[src/rtl/mdu_seq_if.sv]
// mdu_seq_if: start/busy/done handshake and HI/LO result bus between the
// EX stage (master) and the iterative multiply/divide unit (slave).
interface mdu_seq_if #(
  parameter int WIDTH = 16
);
  logic             start;
  logic [1:0]       op;
  logic [WIDTH-1:0] a;
  logic [WIDTH-1:0] b;
  logic             busy;
  logic             done;
  logic [WIDTH-1:0] hi;
  logic [WIDTH-1:0] lo;
  logic             div_by_zero;

  modport master (
    output start, op, a, b,
    input  busy, done, hi, lo, div_by_zero
  );

  modport slave (
    input  start, op, a, b,
    output busy, done, hi, lo, div_by_zero
  );
endinterface

[src/rtl/mdu_seq.sv]
// mdu_seq: iterative multiply/divide unit for the MIPS EX stage.
// op: 00 MULTU, 01 MULT, 10 DIVU, 11 DIV. One result bit per CALC cycle,
// then one FIX cycle for sign correction and the HI/LO write.
// Optional macro MDU_EARLY_OUT_EN: multiplies leave CALC as soon as the
// remaining multiplier bits are all zero (divide timing is unaffected).
module mdu_seq #(
  parameter int WIDTH = 16,
  parameter int CNT_W = 4
) (
  input  logic       clk,
  input  logic       rst_n,
  mdu_seq_if.slave   bus
);

  typedef enum logic [1:0] {IDLE, CALC, FIX, DONE} state_t;

`ifdef MDU_EARLY_OUT_EN
  localparam bit EARLY_OUT = 1'b1;
`else
  localparam bit EARLY_OUT = 1'b0;
`endif

  localparam logic [CNT_W-1:0] LAST = CNT_W'(WIDTH - 1);

  state_t               state_q, state_d;
  logic [1:0]           op_q, op_d;
  logic [2*WIDTH-1:0]   acc_q, acc_d;
  logic [2*WIDTH-1:0]   mc_q, mc_d;
  logic [WIDTH-1:0]     mb_q, mb_d;
  logic [WIDTH-1:0]     a_raw_q, a_raw_d;
  logic                 q_neg_q, q_neg_d;
  logic                 r_neg_q, r_neg_d;
  logic [CNT_W-1:0]     cnt_q, cnt_d;
  logic [WIDTH-1:0]     hi_q, hi_d;
  logic [WIDTH-1:0]     lo_q, lo_d;
  logic                 dz_q, dz_d;
  logic                 busy_q, busy_d;
  logic                 done_q, done_d;

  logic [WIDTH-1:0]     a_mag, b_mag;
  logic [WIDTH:0]       rem_shift;
  logic [WIDTH-1:0]     rem_sub;
  logic [2*WIDTH-1:0]   prod;
  logic [WIDTH-1:0]     quo, rem;

  // Next-state logic: accept a request, iterate one bit per cycle, then
  // sign-correct and publish the result.
  always_comb begin
    state_d = state_q;
    op_d    = op_q;
    acc_d   = acc_q;
    mc_d    = mc_q;
    mb_d    = mb_q;
    a_raw_d = a_raw_q;
    q_neg_d = q_neg_q;
    r_neg_d = r_neg_q;
    cnt_d   = cnt_q;
    hi_d    = hi_q;
    lo_d    = lo_q;
    dz_d    = dz_q;

    a_mag     = (bus.op[0] && bus.a[WIDTH-1]) ? -bus.a : bus.a;
    b_mag     = (bus.op[0] && bus.b[WIDTH-1]) ? -bus.b : bus.b;
    rem_shift = {acc_q[WIDTH-1:0], mc_q[WIDTH-1]};
    rem_sub   = rem_shift[WIDTH-1:0] - mb_q;
    prod      = q_neg_q ? -acc_q : acc_q;
    quo       = q_neg_q ? -mc_q[WIDTH-1:0] : mc_q[WIDTH-1:0];
    rem       = r_neg_q ? -acc_q[WIDTH-1:0] : acc_q[WIDTH-1:0];

    case (state_q)
      IDLE, DONE: begin
        if (bus.start) begin
          op_d    = bus.op;
          a_raw_d = bus.a;
          mb_d    = b_mag;
          acc_d   = '0;
          mc_d    = {{WIDTH{1'b0}}, a_mag};
          cnt_d   = '0;
          q_neg_d = bus.op[0] & (bus.a[WIDTH-1] ^ bus.b[WIDTH-1]);
          r_neg_d = bus.op[0] & bus.a[WIDTH-1];
          dz_d    = 1'b0;
          state_d = CALC;
        end else begin
          state_d = IDLE;
        end
      end
      CALC: begin
        if (!op_q[1]) begin
          if (mb_q[0]) acc_d = acc_q + mc_q;
          mc_d = mc_q << 1;
          mb_d = mb_q >> 1;
        end else if (rem_shift >= {1'b0, mb_q}) begin
          acc_d = {{WIDTH{1'b0}}, rem_sub};
          mc_d  = {mc_q[2*WIDTH-1:WIDTH], mc_q[WIDTH-2:0], 1'b1};
        end else begin
          acc_d = {{WIDTH{1'b0}}, rem_shift[WIDTH-1:0]};
          mc_d  = {mc_q[2*WIDTH-1:WIDTH], mc_q[WIDTH-2:0], 1'b0};
        end
        cnt_d = cnt_q + CNT_W'(1);
        if (cnt_q == LAST) begin
          state_d = FIX;
          cnt_d   = '0;
        end else if (EARLY_OUT && !op_q[1] && (mb_q >> 1) == '0) begin
          state_d = FIX;
          cnt_d   = '0;
        end
      end
      FIX: begin
        if (!op_q[1]) begin
          hi_d = prod[2*WIDTH-1:WIDTH];
          lo_d = prod[WIDTH-1:0];
        end else if (mb_q == '0) begin
          hi_d = a_raw_q;
          lo_d = '1;
          dz_d = 1'b1;
        end else begin
          hi_d = rem;
          lo_d = quo;
        end
        state_d = DONE;
      end
      default: state_d = IDLE;
    endcase

    busy_d = (state_d == CALC) || (state_d == FIX);
    done_d = (state_d == DONE);
  end

  // State and datapath registers; reset discards any in-flight operation.
  always_ff @(posedge clk or negedge rst_n) begin
    if (!rst_n) begin
      state_q <= IDLE;
      op_q    <= '0;
      acc_q   <= '0;
      mc_q    <= '0;
      mb_q    <= '0;
      a_raw_q <= '0;
      q_neg_q <= 1'b0;
      r_neg_q <= 1'b0;
      cnt_q   <= '0;
      hi_q    <= '0;
      lo_q    <= '0;
      dz_q    <= 1'b0;
      busy_q  <= 1'b0;
      done_q  <= 1'b0;
    end else begin
      state_q <= state_d;
      op_q    <= op_d;
      acc_q   <= acc_d;
      mc_q    <= mc_d;
      mb_q    <= mb_d;
      a_raw_q <= a_raw_d;
      q_neg_q <= q_neg_d;
      r_neg_q <= r_neg_d;
      cnt_q   <= cnt_d;
      hi_q    <= hi_d;
      lo_q    <= lo_d;
      dz_q    <= dz_d;
      busy_q  <= busy_d;
      done_q  <= done_d;
    end
  end

  assign bus.busy        = busy_q;
  assign bus.done        = done_q;
  assign bus.hi          = hi_q;
  assign bus.lo          = lo_q;
  assign bus.div_by_zero = dz_q;

endmodule

[src/flat_wrapper.sv]
// flat-port wrapper written by rule: the top's interface ports become plain ports
module mdu_seq_flat 
#(
  parameter int WIDTH = 16,
  parameter int CNT_W = 4
)
  (clk, rst_n, bus_start, bus_op, bus_a, bus_b, bus_busy, bus_done, bus_hi, bus_lo, bus_div_by_zero);
  mdu_seq_if #(.WIDTH(WIDTH)) bus_i ();
  input  logic clk;
  input  logic rst_n;
  input wire logic [$bits(bus_i.start)-1:0] bus_start;
  input wire logic [$bits(bus_i.op)-1:0] bus_op;
  input wire logic [$bits(bus_i.a)-1:0] bus_a;
  input wire logic [$bits(bus_i.b)-1:0] bus_b;
  output wire logic [$bits(bus_i.busy)-1:0] bus_busy;
  output wire logic [$bits(bus_i.done)-1:0] bus_done;
  output wire logic [$bits(bus_i.hi)-1:0] bus_hi;
  output wire logic [$bits(bus_i.lo)-1:0] bus_lo;
  output wire logic [$bits(bus_i.div_by_zero)-1:0] bus_div_by_zero;
  assign bus_i.start = bus_start;
  assign bus_i.op = bus_op;
  assign bus_i.a = bus_a;
  assign bus_i.b = bus_b;
  assign bus_busy = bus_i.busy;
  assign bus_done = bus_i.done;
  assign bus_hi = bus_i.hi;
  assign bus_lo = bus_i.lo;
  assign bus_div_by_zero = bus_i.div_by_zero;
  mdu_seq #(.WIDTH(WIDTH), .CNT_W(CNT_W)) u_core (.clk(clk), .rst_n(rst_n), .bus(bus_i));
endmodule
[config.mk]
export PLATFORM = sky130hd
export DESIGN_NAME = mdu_seq_flat
export DESIGN_NICKNAME = d
export VERILOG_FILES = /design/src/rtl/mdu_seq_if.sv /design/src/rtl/mdu_seq.sv /design/src/flat_wrapper.sv
export SDC_FILE = /design/constraint.sdc
export NUM_CORES = 1
export LEC_CHECK = 0
export CORE_MARGIN = 4
export CORE_UTILIZATION = 55
export CTS_CLUSTER_SIZE = 20
export DETAILED_ROUTE_END_ITERATION = 10
export PLACE_DENSITY = 0.78
export SLEW_MARGIN = 20
export SYNTH_ARGS = -nofsm -noshare
export SYNTH_HDL_FRONTEND = slang
export SYNTH_SLANG_ARGS = --single-unit
[constraint.sdc]
create_clock -name clk -period 2.9 [get_ports clk]
set_input_delay 0.29 -clock clk [delete_from_list [all_inputs] [get_ports clk]]
set_output_delay 0.29 -clock clk [all_outputs]
set_load 0.005 [all_outputs]
Word-level counts from Yosys, hierarchy flattened
Index checks and enable logic that the tools add are counted.
Word-level totals
  output and inout bits: 35
  logic and storage cells: 83
  bits of input ports: 37
  register bits after elaboration: 141
Cells by class
  mux-type cells: 31
  $add $sub $neg: 8
  eq/ne operators: 12
  magnitude comparators: 1
  bitwise gates (word level): 3
  reductions and logical operators: 13
Operators with widths (count)
  $mux 32: 6
  $mux 16: 11
  $pmux 32 s2: 2
  $neg 16->16: 4
  $add 32x32->32: 1
  $neg 32->32: 1
  $pmux 16 s2: 1
  $ge 17x16->1: 1
  $logic_not 16->1: 1
  $sub 16x16->16: 1
  $eq 2x2->1 const B: 4
  $mux 4: 2
  $pmux 4 s2: 1
  $pmux 2 s3: 1
  $reduce_and 3->1: 2
  $mux 1: 5
  $add 4x1->4 const B: 1
  $eq 2x1->1 const B: 2
  $eq 4x4->1 const B: 1
  $ne 2x1->1 const B: 2
  $ne 2x2->1 const B: 2
  $reduce_and 2->1: 2
  $reduce_and 4->1: 1
  $reduce_bool 2->1: 2
  other kinds (9): 11

Logic depth before layout (Yosys ltp)
Gate-level depths: netlist (run 1).
  word-level depth: 5
  gate-level depth with buffers: 13
  mapped depth without buffers: 13

Least setup slack after synthesis (run 1)
No wires, ideal clock.
  path type: reg2reg
  start point: reg u_core.mc_q[15]
  end point: reg u_core.acc_q[14]
  setup time: 0.134 ns
  data required time: 2.766 ns
  data arrival time: 2.711 ns
  path buffers: 0
  clock period less this slack: 2.845 ns
  slack: 0.055 ns
  stages on the path, launching flop included: 14
  cells stage by stage: dfrtp_1 inv_1 ha_1 inv_1 fa_1 a21o_1 a21o_1 a2111oi_1 nor4_1 o41ai_1 nand2b_1 xor2_1 mux2i_1 o21ai_1
Between the ends
  cells in the longest elaborated chain, start to end: 4
  elaborated cells between the ends (all ways): 5
  classes of those cells: add/sub (1); order compare (1); mux (3)
Ends and longest elaborated chain
  from (decl): line mdu_seq.sv:28  | logic [2*WIDTH-1:0] mc_q, mc_d;
  from (signal assigned): line mdu_seq.sv:150  | mc_q <= mc_d;
  $sub 16x16->16 or $ge 17x16->1 (tied branches): line mdu_seq.sv:65, mdu_seq.sv:92
  $mux 16 (*): line mdu_seq.sv:92  | end else if (rem_shift >= {1'b0, mb_q}) begin
  $mux 32 (*): line mdu_seq.sv:88  | if (!op_q[1]) begin
  $pmux 32 s2 (*): line mdu_seq.sv:70  | case (state_q)
  to (signal assigned): line mdu_seq.sv:134  | acc_q <= '0;
  to (signal assigned): line mdu_seq.sv:149  | acc_q <= acc_d;
  to (decl): line mdu_seq.sv:27  | logic [2*WIDTH-1:0] acc_q, acc_d;
Every way passes the cells marked *; elsewhere a longest branch is shown, timed or not.
A chain may end at the register's enable or synchronous reset.

Worst setup path in the final report (run 1)
  start point: reg u_core.acc_q[1]
  end point: reg u_core.acc_q[31]
Between the ends
  cells in the longest elaborated chain, start to end: 4
Ends and longest elaborated chain
  $add 32x32->32: line mdu_seq.sv:89  | if (mb_q[0]) acc_d = acc_q + mc_q;
  $mux 32: line mdu_seq.sv:89
  $mux 32: line mdu_seq.sv:88
  $pmux 32 s2: line mdu_seq.sv:70
Every way passes these cells. The select of a mux whose other input is x is not followed.

==> summary.txt, run 1 <==
Status: finished clean
Remaining antenna violation count: 0
Number of enable flip-flop cells after synthesis: 0
Largest cells by area after synthesis: dfrtp_1 34%, ha_1 6.7%, xnor2_1 6.0%, a21oi_1 5.1%, nand2_1 5.0%
Top_reg_cell synth: dfrtp_1
Syn Nets: 1324
Ys Warns: 0
Final core occ: 0.680
Die Footprint: 0.0210 mm2
Clock Skews: 0.0124 ns
WL final: 29500 um
HP Class: input pin to asynchronous set/reset pin
Netlist cell types: 69
CP max stage cell: dfrtp_2
DRT iter0 DRCs: 984
Leakage power: 5.52 nW
Clk buf depth: 2
R2R Setup Slk: 0.07 ns
Synthesized area: 0.0103 mm2
Max Clk Rate: 354 MHz
Placed cell count: 1541
DRC viols: 0
Critical Path Sink Type: flip-flop
Area leader, netlist: dfrtp_1
Fillers: 1449
Worst-margin pin slew: 0.766 ns
Largest net degree at the start of global routing: 66
Crit-path max FO: 7
CTS Buf Count: 17
Initial antenna violation count: 0
Clock Root Buffer: clkbuf_16
CTS Sinks: 140
I/O Buffers: 71
Detail Placement HPWL: 22100 um
Die height: 145 um
Reg2reg path depth: 11
Final net count: 1431
Fin. Hold Viols: 0
Pre-antenna DRT Iters: 5
Setup ws final: 0.0740 ns
Register area: 0.00351 mm2
H-tree Lvls: 4
Slew HR: 0.489
Min Tclk post-route: 2.83 ns
Commonest cells post-synth: 140 x dfrtp_1, 137 x nand2_1, 106 x a21oi_1
CP peak stage delay: 0.46 ns
Avg Cell Area, Syn: 8.40 um2
CP arrival: 3.14 ns
Library cell with the highest instance count after synthesis: dfrtp_1
GR Overflow Total: 0
I/O pins: 72
Synth top area share: 0.339
WS Path Type: flip-flop to flip-flop
Final worst-path cycle share: 0.974
RSZ-0062 raised after global routing: true
#FFs+latches synth: 140
Clock latency on the worst-skew pair: 0.43 ns
# diodes: 0
CTS tree: done
Place WS: -0.0947 ns
Max IR drop VDD: 0.587 mV
Global placement routability congestion: 1.01
Cells after synthesis: 1230
Async set or reset register ratio after synthesis: 1.00
Fin. max-slew vios: 0
Fin cells: 1579
Vias in the first global route: 9130
Startpoint class of the critical path: flip-flop
Clock-pin slew on the worst setup and hold paths: 0.07 ns
Die W: 145 um
PwrDens: 994 mW/mm2
Global-route wire length before repair: 47900 um
WL/cell: 18.7 um
Seq/Total Area, Yosys: 0.339
Critical Path Start: u_core.acc_q[1]$_DFFE_PN0P_
Setup violators final: 0
Via density: 6.22
Worst Setup EP: u_core.acc_q[31]$_DFFE_PN0P_
Vias: 9825
Layout cells sized above 1: 0.128
Total track usage: 0.279
Multi-input gate area: 0.00643 mm2
Reg2reg end: u_core.acc_q[31]$_DFFE_PN0P_
Rows: 49
Max-cap violations: 0
WP data required: 3.21 ns
Core area: 0.0182 mm2
Initial Util: 0.567
Crit-path cells: ha_1 -> a211oi_1 -> o21ai_1 -> o211ai_1 -> buf_4 -> a21oi_2 -> a41oi_2 -> o21ai_2 -> a31oi_1 -> mux2i_1 -> nand3_1
Area Overhead vs Synth: 19.9%
R2R Path Start: u_core.acc_q[1]$_DFFE_PN0P_
==> logic make-up after synthesis <==
kind of cell / synth area share
multiplexers: 0.0451
AO/OA/AOI/OAI: 0.246
XOR/XNOR: 0.0933
adder cells (fa/ha/maj): 0.0705
flip-flops: 0.339
buffers and inverters: 0.0460
AND/OR/NAND/NOR: 0.160
==> where the power goes <==
part           internal (mW)  leakage [nW]  switching (mW)  total (mW)
Clock                   1.14         0.280           0.978        2.12
Combinational           3.06          3.39            4.09        7.14
Sequential              2.46          1.85           0.579        3.04
==> cell type report <==
type | instances | share of cell area
Sequential cell | 140 | 0.283
Timing Repair Buffer | 153 | 0.110
Tap cell | 229 | 0.0231
Clock inverter | 15 | 0.0119
Inverter | 59 | 0.0179
Clock buffer | 17 | 0.0344
Multi-Input combinational cell | 966 | 0.519
==> layer usage <==
metal  part of all wire  GRT usage
met1               0.44      0.389
met2               0.45      0.430
met3              0.075     0.0586
met4              0.034      0.108
met5                  0          0
==> per-stage QoR <==
step / power [mW] / hold WS (ns) / instance area [um2] / setup TNS, ns
CTS: 12.1 / 0.439 / 12300 / 0
global route: 13.2 / 0.476 / 12400 / -0.153
floorplan: 7.76 / -0.00559 / 10300 / 0
global placement: 9.70 / 0.325 / 11700 / -0.0146
detailed placement: 9.86 / 0.328 / 11700 / -0.0947
finish: 12.3 / 0.421 / 12400 / 0
==> state kept, by name, indices dropped and copies added (netlist names) <==
name,count
u_core.a_raw_q,16
u_core.bus.hi,16
u_core.bus.div_by_zero,1
u_core.bus.done,1
u_core.q_neg_q,1
u_core.r_neg_q,1
u_core.bus.lo,16
u_core.bus.busy,1
u_core.mc_q,32
u_core.op_q,1
u_core.mb_q,16
u_core.acc_q,32
u_core.state_q,2
u_core.cnt_q,4
==> layout by cell type (no fill, tap or decap), types with 24 or more instances in the layout <==
cell type,count
a21oi_1,103
buf_4,78
clkdlybuf4s50_1,70
dfrtp_1,137
ha_1,50
inv_1,59
nand2_1,137
nand3_1,24
nor2_1,77
o21ai_0,58
o21ai_1,70
xnor2_1,71
xor2_1,39
==> worst min-delay path by stage <==
stage               startpoint                             to  slack, ns
floorplan                rst_n  u_core.a_raw_q[0]$_DFFE_PN0P_     -0.006
global placement         rst_n    u_core.mb_q[15]$_DFFE_PN0P_       0.32
detailed placement       rst_n     u_core.mb_q[3]$_DFFE_PN0P_       0.33
CTS                      rst_n     u_core.mb_q[3]$_DFFE_PN0P_       0.44
global route             rst_n    u_core.state_q[0]$_DFF_PN0_       0.48
finish                   rst_n     u_core.mb_q[3]$_DFFE_PN0P_       0.42
==> critical path: cells and delay by family, from the launching register on <==
kind,cells,cell delay (ns)
adder cells (fa/ha/maj),1,0.30
AO/OA/AOI/OAI,7,1.48
flip-flops,1,0.46
multiplexers,1,0.21
buffers and inverters,1,0.18
AND/OR/NAND/NOR,1,0.07
==> what timing repair did <==
action,4_1_cts,5_1_grt
hold buffers,1,0
resized for setup,3,15
setup buffers,0,5
pin swaps,0,10
hold endpoints to repair,63,0
endpoints found under the setup margin,4,26
Power figures use the tool's default switching activity.
==> run 2, diff against run 1 <==
--- a/config.mk
+++ b/config.mk
@@ -7,7 +7,6 @@
 export LEC_CHECK = 0
 export CORE_MARGIN = 4
 export CORE_UTILIZATION = 55
-export CTS_CLUSTER_SIZE = 20
 export DETAILED_ROUTE_END_ITERATION = 10
 export PLACE_DENSITY = 0.78
 export SLEW_MARGIN = 20
==> constraint.sdc (replaced) <==
create_clock -name clk -period 2.4 [get_ports clk]
set_input_delay 0.24 -clock clk [delete_from_list [all_inputs] [get_ports clk]]
set_output_delay 0.24 -clock clk [all_outputs]
set_load 0.005 [all_outputs]
==> summary.txt, run 2 (synthesized netlist as in run 1, its figures left out) <==
Vias: 11400
Critical Path Start: u_core.acc_q[4]$_DFFE_PN0P_
# diodes: 0
Final net count: 1578
CTS Sinks: 140
Startpoint class of the critical path: flip-flop
Clock Root Buffer: clkbuf_16
DRC viols: 0
Via density: 6.60
Pre-antenna DRT Iters: 6
H-tree Lvls: 4
Most frequent standard cell in the layout excluding fill and tap cells: buf_4
Min Tclk post-route: 2.87 ns
Layout cells sized above 1: 0.289
Total track usage: 0.318
Remaining antenna violation count: 0
Failing checks: setup timing
Detail Placement HPWL: 23800 um
Rows: 49
Die W: 145 um
Largest net degree at the start of global routing: 141
WP data required: 2.69 ns
Die height: 145 um
Max IR drop VDD: 0.783 mV
R2R Setup Slk: -0.47 ns
Global-route wire length before repair: 54500 um
Fin. max-slew vios: 0
Clk buf depth: 2
RSZ-0062 raised after global routing: true
Clock Skews: 0.0144 ns
R2R Path Start: u_core.acc_q[4]$_DFFE_PN0P_
Hold Slack: 0.389 ns
Reg2reg path depth: 11
Vias in the first global route: 10600
Max-cap violations: 0
Leakage power: 6.43 nW
WL final: 38200 um
Setup ws final: -0.467 ns
CTS tree: done
HP Class: input pin to asynchronous set/reset pin
Final worst-path cycle share: 1.19
Max Clk Rate: 349 MHz
CP arrival: 3.16 ns
Worst Setup EP: u_core.acc_q[3]$_DFFE_PN0P_
Total power: 18.5 mW
Setup_tns: -9.83 ns
WS Path Type: flip-flop to flip-flop
Global placement routability congestion: 0.939
Worst-margin pin slew: 0.884 ns
DRT iter0 DRCs: 1668
Crit-path max FO: 7
Clock latency on the worst-skew pair: 0.45 ns
Fin. Hold Viols: 0
Area Overhead vs Synth: 39.5%
Initial antenna violation count: 0
Initial Util: 0.567
Critical Path Sink Type: flip-flop
Largest regs: u_core.acc_q (32), u_core.mc_q (32)
Commonest cells after routing, fill and taps aside: 201 x buf_4, 132 x dfrtp_1, 129 x nand2_1
I/O Buffers: 71
Status: finished, violations left
Setup violators final: 42
Slew HR: 0.411
GR Overflow Total: 0
I/O pins: 72
CTS Buf Count: 17
Clock-pin slew on the worst setup and hold paths: 0.06 ns
Die Footprint: 0.0210 mm2
PwrDens: 1280 mW/mm2
WL/cell: 22.2 um
Reg2reg end: u_core.acc_q[3]$_DFFE_PN0P_
Core area: 0.0182 mm2
run 2: routing by layer:
| layer | global-route usage | wire, um | part of all wire |
|---|---|---|---|
| met5 | 0 | 0 | 0 |
| met1 | 0.410 | 14300 | 0.37 |
| met2 | 0.526 | 17800 | 0.47 |
| met4 | 0.143 | 2470 | 0.065 |
| met3 | 0.0577 | 3650 | 0.095 |
run 2: worst min path at each step:
stage	start	endpoint	slack (ns)	cells after the start
finish	rst_n	u_core.a_raw_q[14]$_DFFE_PN0P_	0.39	3
global route	bus_op[1]	u_core.op_q[1]$_DFFE_PN0P_	0.43	2
CTS	bus_op[1]	u_core.op_q[1]$_DFFE_PN0P_	0.42	2
detailed placement	rst_n	u_core.a_raw_q[14]$_DFFE_PN0P_	0.41	2
global placement	rst_n	u_core.a_raw_q[14]$_DFFE_PN0P_	0.40	2
floorplan	rst_n	u_core.a_raw_q[0]$_DFFE_PN0P_	-0.06	0
run 2: final cells by class:
type	count	area, um2
clock buffer	19	443
inverter	59	226
clock inverter	13	155
sequential	140	3510
multi-input combinational	966	7210
tap	229	287
timing repair buffer	300	2570
fill	1089	3800
run 2: per-stage QoR:
stage,util,cell area [um2],setup slack (ns),cells
2_1_floorplan,-,10500,-0.159,1230
3_3_place_gp,0.706,12800,-0.227,1669
3_5_place_dp,0.706,12900,-0.316,1669
4_1_cts,0.762,13900,-0.241,1717
5_1_grt,0.791,14400,-0.526,1726
6_report,0.791,14400,-0.467,1726
run 2: report_power, final:
part / internal [mW] / leakage (nW) / total, mW / switching, mW
Combinational: 5.42 / 4.31 / 12.0 / 6.63
Clock: 1.58 / 0.284 / 2.76 / 1.18
Sequential: 2.98 / 1.84 / 3.69 / 0.714
run 2: critical path: stages, from the launching register on:
cell	delay [ns]
dfrtp_2	0.47
ha_4	0.29
buf_6	0.11
nand4_1	0.22
buf_4	0.22
o41ai_2	0.36
o2111ai_1	0.20
nand4_1	0.13
buf_6	0.14
clkbuf_16	0.16
mux2i_1	0.29
o21ai_1	0.13
run 2: repair_timing:
item                                   in CTS  in global routing
pin swaps                                  35                 48
resized for setup                          65                 95
setup buffers                              15                 11
endpoints found under the hold margin     140                  0
setup endpoints to repair                  40                 57
hold buffers                                1                  0
gates cloned                                0                  1
